`config.mk`:
```
export PLATFORM = sky130hd
export DESIGN_NAME = cash_payout
export DESIGN_NICKNAME = d
export VERILOG_FILES = /design/src/rtl/lottery_pkg.sv /design/src/rtl/payout_digit_cnt.sv /design/src/rtl/cash_payout.sv
export SDC_FILE = /design/constraint.sdc
export NUM_CORES = 1
export LEC_CHECK = 0
export ABC_AREA = 1
export BUFFER_PORTS_ARGS = -buffer_cell sky130_fd_sc_hd__buf_2
export CORE_MARGIN = 2
export CORE_UTILIZATION = 35
export DETAILED_ROUTE_END_ITERATION = 7
export PLACE_DENSITY_LB_ADDON = 0.1
export SYNTH_ARGS = -nofsm -noshare
export SYNTH_HDL_FRONTEND = slang
export SYNTH_SLANG_ARGS = --single-unit
```
`constraint.sdc`:
```
create_clock -name clk -period 3.2 [get_ports clk]
set_input_delay 0.64 -clock clk [delete_from_list [all_inputs] [get_ports clk]]
set_output_delay 0.64 -clock clk [all_outputs]
set_load 0.02 [all_outputs]
```
`src/rtl/lottery_pkg.sv`:
```
// Shared types and constants for the lottery datapath.
package lottery_pkg;

  typedef enum logic [2:0] {
    StIdle,
    StPay100,
    StPay10,
    StPay1,
    StFin
  } payout_state_t;

  localparam logic [1:0] NOTE_NONE = 2'b00;
  localparam logic [1:0] NOTE_1    = 2'b01;
  localparam logic [1:0] NOTE_10   = 2'b10;
  localparam logic [1:0] NOTE_100  = 2'b11;

  localparam logic [9:0] DENOM_1   = 10'd1;
  localparam logic [9:0] DENOM_10  = 10'd10;
  localparam logic [9:0] DENOM_100 = 10'd100;

  localparam logic [3:0] BCD_MAX = 4'd9;

endpackage

```
`src/rtl/payout_digit_cnt.sv`:
```
// Loadable 4-bit down-counter holding the notes still owed for one denomination.
module payout_digit_cnt (
  input  logic       clk,
  input  logic       reset,
  input  logic       load,
  input  logic [3:0] din,
  input  logic       dec,
  output logic [3:0] cnt,
  output logic       zero
);

  logic [3:0] cnt_q;

  always_ff @(posedge clk or negedge reset) begin
    if (!reset) begin
      cnt_q <= '0;
    end else if (load) begin
      cnt_q <= din;
    end else if (dec && (cnt_q != 4'd0)) begin
      cnt_q <= cnt_q - 4'd1;
    end
  end

  assign cnt  = cnt_q;
  assign zero = (cnt_q == 4'd0);

endmodule

```
`src/rtl/cash_payout.sv`:
```
// Pays a BCD cash amount as individual 100/10/1 notes over a valid/ack handshake,
// with a per-note acknowledge timeout and input legality checks.
module cash_payout
  import lottery_pkg::*;
#(
  parameter int unsigned ACK_TIMEOUT = 255
) (
  input  logic       clk,
  input  logic       reset,
  input  logic       start,
  input  logic       winner,
  input  logic       not_a_win,
  input  logic [2:0] Eur100,
  input  logic [3:0] Eur010,
  input  logic [3:0] Eur001,
  output logic       note_valid,
  output logic [1:0] note_type,
  input  logic       note_ack,
  output logic       busy,
  output logic       done,
  output logic       err,
  output logic [9:0] paid_total
);

  localparam logic [9:0] TmoLimit = 10'(ACK_TIMEOUT);

  payout_state_t state_q, state_d, after;
  logic          err_q, err_d;
  logic [9:0]    paid_q, paid_d;
  logic [9:0]    tmo_q, tmo_d;
  logic [9:0]    denom;
  logic          load, dec100, dec10, dec1, last;
  logic [3:0]    cnt100, cnt10, cnt1;
  logic          zero100, zero10, zero1;

  payout_digit_cnt u_cnt100 (
    .clk  (clk),
    .reset(reset),
    .load (load),
    .din  ({1'b0, Eur100}),
    .dec  (dec100),
    .cnt  (cnt100),
    .zero (zero100)
  );

  payout_digit_cnt u_cnt10 (
    .clk  (clk),
    .reset(reset),
    .load (load),
    .din  (Eur010),
    .dec  (dec10),
    .cnt  (cnt10),
    .zero (zero10)
  );

  payout_digit_cnt u_cnt1 (
    .clk  (clk),
    .reset(reset),
    .load (load),
    .din  (Eur001),
    .dec  (dec1),
    .cnt  (cnt1),
    .zero (zero1)
  );

  always_ff @(posedge clk or negedge reset) begin
    if (!reset) begin
      state_q <= StIdle;
      err_q   <= 1'b0;
      paid_q  <= '0;
      tmo_q   <= '0;
    end else begin
      state_q <= state_d;
      err_q   <= err_d;
      paid_q  <= paid_d;
      tmo_q   <= tmo_d;
    end
  end

  always_comb begin
    state_d    = state_q;
    err_d      = err_q;
    paid_d     = paid_q;
    tmo_d      = tmo_q;
    load       = 1'b0;
    dec100     = 1'b0;
    dec10      = 1'b0;
    dec1       = 1'b0;
    note_valid = 1'b0;
    note_type  = NOTE_NONE;
    denom      = '0;
    last       = 1'b0;
    after      = StFin;

    unique case (state_q)
      StIdle: begin
        if (start) begin
          load   = 1'b1;
          err_d  = 1'b0;
          paid_d = '0;
          tmo_d  = '0;
          if ((Eur010 > BCD_MAX) || (Eur001 > BCD_MAX) || (winner == not_a_win)) begin
            err_d   = 1'b1;
            state_d = StFin;
          end else if (!winner) begin
            state_d = StFin;
          end else if (Eur100 != 3'd0) begin
            state_d = StPay100;
          end else if (Eur010 != 4'd0) begin
            state_d = StPay10;
          end else if (Eur001 != 4'd0) begin
            state_d = StPay1;
          end else begin
            state_d = StFin;
          end
        end
      end
      StPay100: begin
        note_valid = 1'b1;
        note_type  = NOTE_100;
        denom      = DENOM_100;
        dec100     = note_ack;
        last       = (cnt100 == 4'd1);
        after      = !zero10 ? StPay10 : (!zero1 ? StPay1 : StFin);
      end
      StPay10: begin
        note_valid = 1'b1;
        note_type  = NOTE_10;
        denom      = DENOM_10;
        dec10      = note_ack;
        last       = (cnt10 == 4'd1);
        after      = !zero1 ? StPay1 : StFin;
      end
      StPay1: begin
        note_valid = 1'b1;
        note_type  = NOTE_1;
        denom      = DENOM_1;
        dec1       = note_ack;
        last       = (cnt1 == 4'd1);
        after      = StFin;
      end
      StFin: begin
        state_d = StIdle;
      end
      default: begin
        state_d = StIdle;
      end
    endcase

    // Shared handshake/timeout handling for all paying states; a transfer wins over timeout.
    if (note_valid) begin
      if (note_ack) begin
        tmo_d  = '0;
        paid_d = paid_q + denom;
        if (last) begin
          state_d = after;
        end
      end else if ((tmo_q + 10'd1) == TmoLimit) begin
        err_d   = 1'b1;
        tmo_d   = '0;
        state_d = StFin;
      end else begin
        tmo_d = tmo_q + 10'd1;
      end
    end
  end

  assign busy       = (state_q != StIdle);
  assign done       = (state_q == StFin);
  assign err        = err_q;
  assign paid_total = paid_q;

endmodule
```
### Word level (Yosys, flattened, before mapping)

Cells that the tools add are included.

| storage, ports and cells | value |
|---|---|
| register bits | 36 |
| output and inout port bits | 16 |

| cells by class | value |
|---|---|
| add/subtract/negate cells | 5 |
| magnitude comparators | 2 |
| eq/ne operators | 9 |
| multiplexer cells | 44 |
| reduce and logical (&&, ||, !) cells | 22 |

Operators by type and width:

| operator | count |
|---|---|
| 2-to-1 mux 10 bit | 9 |
| 2-to-1 mux 3 bit | 12 |
| 2-to-1 mux 4 bit | 6 |
| one-hot mux 7 bit (3 select lines) | 1 |
| nonzero test 4 bit | 5 |
| == test 4 x 1 -> 1 bit (second input constant) | 3 |
| 2-to-1 mux 1 bit | 12 |
| one-hot mux 3 bit (2 select lines) | 2 |
| subtractor 4 x 1 -> 4 bit (second input constant) | 3 |
| adder 10 x 1 -> 10 bit (second input constant) | 1 |
| adder 10 bit | 1 |
| == test 10 x 8 -> 1 bit (second input constant) | 1 |
| nonzero test 2 bit | 5 |
| > comparator 4 bit (second input constant) | 2 |
| logical NOT 4 bit | 2 |
| == test 3 x 2 -> 1 bit (second input constant) | 2 |
| one-hot mux 2 bit (3 select lines) | 1 |
| nonzero test 3 bit | 2 |
| == test 3 x 1 -> 1 bit (second input constant) | 1 |
| == test 3 bit (second input constant) | 1 |
| logical AND 1 bit | 3 |
| logical NOT 3 bit | 1 |
| one-hot mux 1 bit (3 select lines) | 1 |
| OR reduction 3 bit | 1 |
| other kinds (3) | 4 |

### Longest topological paths before layout

| depth | value |
|---|---|
| depth after elaboration | 11 |
| depth in mapped cells | 13 |
| depth with buffers taken out | 13 |

### Cells and area by module

Synthesis repeated with hierarchy kept, for this count alone.

| unflattened totals | value |
|---|---|
| cells, all modules | 414 |
| area, all modules | 2697.6 sq um |

By module, submodules not included:

| module | instances | cells each | area an instance (sq um) | sequential area each (sq um) |
|---|---|---|---|---|
| cash_payout | 1 | 276 | 1811.7 | 600.6 |
| payout_digit_cnt | 3 | 46 | 295.3 | 100.1 |

### Worst setup path after synthesis

OpenSTA, ideal clock, no wires.

| timing path | value |
|---|---|
| path kind | reg-to-reg |
| start point | reg state_q[2] |
| end point | reg paid_q[8], in the netlist paid_total[8] |
| library setup time | 0.118 ns |
| arrival | 1.939 ns |
| slack | 1.144 ns |
| stages on the path, launching flop included | 13 |
| path buffers | 0 |
| clock period less this slack | 2.056 ns |
| path through | dfrtp_1 -> inv_2 -> nand2_1 -> nor2_1 -> ha_1 -> inv_1 -> fa_1 -> o21ai_0 -> nand4_1 -> nand2_1 -> nand3_1 -> nand3_1 -> nand2_1 |

| on the way | value |
|---|---|
| longest elaborated chain between the ends | 5 |
| elaborated cells on any way between the ends | 11 |
| classes of those cells | add/sub: 1; eq/ne: 3; mux: 5; reduce/logical: 2 |

RTL lines:

| item | line | RTL |
|---|---|---|
| start: declaration | cash_payout.sv:27 | `payout_state_t state_q, state_d, after;` |
| start signal: assignment | cash_payout.sv:68 | `state_q <= StIdle;` |
| start signal: assignment | cash_payout.sv:73 | `state_q <= state_d;` |
| == test 3 x 2 -> 1 bit / == test 3 x 1 -> 1 bit (equally long branches) | cash_payout.sv:95 | `unique case (state_q)` |
| one-hot mux 7 bit (3 select lines) | cash_payout.sv:95 |  |
| adder 10 bit | cash_payout.sv:154 | `paid_d = paid_q + denom;` |
| 2-to-1 mux 10 bit | cash_payout.sv:152 | `if (note_ack) begin` |
| 2-to-1 mux 10 bit (*) | cash_payout.sv:151 | `if (note_valid) begin` |
| via paid_d[8] | cash_payout.sv:29 | `logic [9:0] paid_q, paid_d;` |
| end signal: assignment | cash_payout.sv:75 | `paid_q <= paid_d;` |
| end: declaration | cash_payout.sv:29 |  |

The timed path passes the listed nets; every way through them passes the cells marked *.
A chain may end at the register's enable or synchronous reset.

### Worst setup path after layout

Same ends and word-level chain as after synthesis.

==> flow_metrics.env <==
export IMPL_place_gp_congestion=0.775
export IMPL_clock_root_buffer="clkbuf_8"
export IMPL_routed_wire_length_per_instance_um=12.0
export IMPL_yosysWarningCount=0
export IMPL_detail_route_first_pass_iterations=4
export IMPL_first_pass_grt_wire_length_mm=10.5
export IMPL_ctsLongestPathBuffers=2
export IMPL_power_leakage_nw=1.53
export IMPL_cts_reportedPaths_clkPinSlew_ps=80
export IMPL_floorplan_initialDensity_pct=36.1
export IMPL_final_min_clock_period_ps=2330
export IMPL_synth_area_top_cells="dfrtp_1, nand2_1, nand3_1, ha_1, inv_1"
export IMPL_post_route_cells_drive_above_1_share_pct=16.5
export IMPL_fin_hold_ws_ps=465
export IMPL_row_count=31
export IMPL_cts_sinks=36
export IMPL_postSynthCellCount=382
export IMPL_globalRoute_busiestLayer="met2"
export IMPL_synth_async_reset_ratio_pct=100
export IMPL_cp_startpoint="state_q[2]"
export IMPL_syn_nets=415
export IMPL_die_width_um=90.4
export IMPL_synthTopCellsByCount="nand2_1, inv_1, nand3_1"
export IMPL_die_height_um=90.4
export IMPL_area_delta_synth_final_pct=13.5
export IMPL_worst_slew_margin_rel_pct=40.9
export IMPL_die_area_sq_um=8180
export IMPL_status="completed"
export IMPL_globalRouteTotalUtil_pct=15.8
export IMPL_grt_start_max_net_pins=37
export IMPL_cts_setup_buffers=0
export IMPL_final_antenna_net_count=0
export IMPL_crit_end="paid_total[8]"
export IMPL_dr_total_vias=2421
export IMPL_maxCapViolCount=0
export IMPL_skew_ps=11.1
export IMPL_grt_met2_usage_pct=25.4
export IMPL_coreArea_sq_um=7250
export IMPL_rr_startpoint="state_q[2]"
export IMPL_timing_rr_end="paid_total[8]"
export IMPL_critPathRequiredTime_ps=3380
export IMPL_startpoint_type="flop"
export IMPL_postSynthAreaPerCell_sq_um=6.85
export IMPL_final_period_util_pct=72.7
export IMPL_pwr_density_cell_nw_per_um2=656
export IMPL_globalRouteMet3Util_pct=2.84
export IMPL_antenna_found_initial=0
export IMPL_synth_ff_latch_count=36
export IMPL_timing_hold_worst_class="input pin to asynchronous set/reset pin"
export IMPL_tightest_slew_ps=886
export IMPL_post_route_drc_count=0
export IMPL_route_detailed_vias_per_inst=4.68
export IMPL_crit_end_element="flop"
export IMPL_drc_marker_count_from_the_first_detailed_route_iteration=69
export IMPL_synth_top_cell_by_area="dfrtp_1"
export IMPL_yosys_cell_count_top_type="nand2_1"
export IMPL_hold_fix_buffers_at_cts=0
export IMPL_port_buffer_count=32
export IMPL_gr_total_overflow=0
export IMPL_r2r_setup_slack_ps=870
export IMPL_critical_path_max_fanout=6
export IMPL_num_nets_final=450
export IMPL_cts_buffers_inserted=5
export IMPL_boundaryPins=33
export IMPL_synth_seq_area_share_pct=34.4
export IMPL_met1_layer_usage_reported_by_global_route_pct=21.4
export IMPL_report_final_slew_viol_count=0
export IMPL_startpoint_to_endpoint_class_of_the_critical_path="flop to flop"
export IMPL_tritoncts="yes"
export IMPL_routed_wl_mm=6.18
export IMPL_rsz0062_at_grt="false"
export IMPL_first_global_vias=2261
export IMPL_max_freq_mhz=430
export IMPL_synth_top_cell_area_share_pct=34.4
export IMPL_clock_h_tree_levels=2
export IMPL_finalSetupTns_ps=0
export IMPL_vdd_drop_max_mv=0.295
export IMPL_synth_flop_cell="dfrtp_1"
export IMPL_synthesis_area_sq_um=2620
export IMPL_clk_insertion_delay_late_ps=290
export IMPL_post_cts_resized=0
export IMPL_dp_hpwl_mm=4.66
export IMPL_synth_cell_types=28
export IMPL_setup_viol_count_final=0
export IMPL_reg2reg_depth=12
export IMPL_arrival_ps=2510
export IMPL_num_antenna_cells=0
export IMPL_synth_edf_count=0
export IMPL_hold_violations=0
-- how the worst min path moves through the flow --
stage,start,end,slack [ps],cells after the start
after global routing,reset,paid_total[1],530,1
final,reset,u_cnt100.cnt[1],460,1
after floorplan,reset,err,340,0
after global placement,err,err,490,2
after CTS,reset,paid_total[1],490,1
after detailed placement,err,err,490,2
-- critical path, stage by stage, from the launching register on --
cell	delay, ps
dfrtp_1	450
inv_2	100
nand2_1	90
nor2_1	160
ha_1	190
inv_1	50
fa_1	400
o21ai_0	350
nand4_1	130
nand2_1	100
nand3_1	70
nand3_1	90
nand2_1	50
-- metrics by stage --
stage | total power, mW | instances | utilization (%) | setup WS [ps] | instance area (sq um)
after floorplan | 1.36 | 382 | - | 1140 | 2620
after global placement | 1.62 | 509 | 39.7 | 929 | 2880
after detailed placement | 1.62 | 509 | 39.7 | 880 | 2880
after CTS | 1.98 | 517 | 40.9 | 851 | 2970
after global routing | 2.15 | 517 | 40.9 | 497 | 2970
final | 1.95 | 517 | 40.9 | 875 | 2970
-- cell type report --
| class | instances | area (sq um) |
|---|---|---|
| Multi-Input combinational cell | 288 | 1490 |
| Timing Repair Buffer | 33 | 168 |
| Clock inverter | 2 | 10.0 |
| Sequential cell | 36 | 901 |
| Clock buffer | 6 | 82.6 |
| Fill cell | 799 | 4280 |
| Inverter | 53 | 199 |
| Tap cell | 99 | 124 |
-- cells in the final DEF (no fill, tap or decap), drive strengths merged --
master  count
o21bai      2
dfrtp      36
nor3        3
or2         2
o211ai      4
clkbuf      6
nand4       8
nand3b      2
clkinv      2
o22ai       1
xor2        4
a21oi       9
ha         15
inv        53
fa          1
nor2       46
nand2     119
o21ai      26
nand3      41
buf        33
a31oi       5
-- flip-flops by register name (all words and copies together) (netlist names) --
signal,count
u_cnt100.cnt,4
u_cnt10.cnt,4
tmo_q,10
state_q,3
err,1
paid_total,10
u_cnt1.cnt,4
-- cell families (layout without fill, tap and decap cells) --
| logic type | count (synthesis) | count (layout) | share of synthesized area, % |
|---|---|---|---|
| DFF | 36 | 36 | 34.4 |
| buffers and inverters | 58 | 94 | 8.76 |
| and+or+nand+nor | 221 | 221 | 37.7 |
| xor gates and xnor gates | 4 | 4 | 1.34 |
| AOI/OAI and AO/OA | 47 | 47 | 9.86 |
| adders and majority gates | 16 | 16 | 7.94 |
-- routing by layer --
metal,wire length [um],up-vias
li1,-,1297
met1,3190,1082
met2,2750,33
met3,148,9
met4,92,0
met5,0,-
-- power by group --
| group | leakage, nW | switching, mW | internal, mW |
|---|---|---|---|
| Sequential | 0.474 | 0.118 | 0.576 |
| Clock | 0.0510 | 0.180 | 0.172 |
| Combinational | 1.01 | 0.600 | 0.302 |
| Total | 1.53 | 0.897 | 1.05 |
No activity file was read; power rests on OpenSTA's default activity.
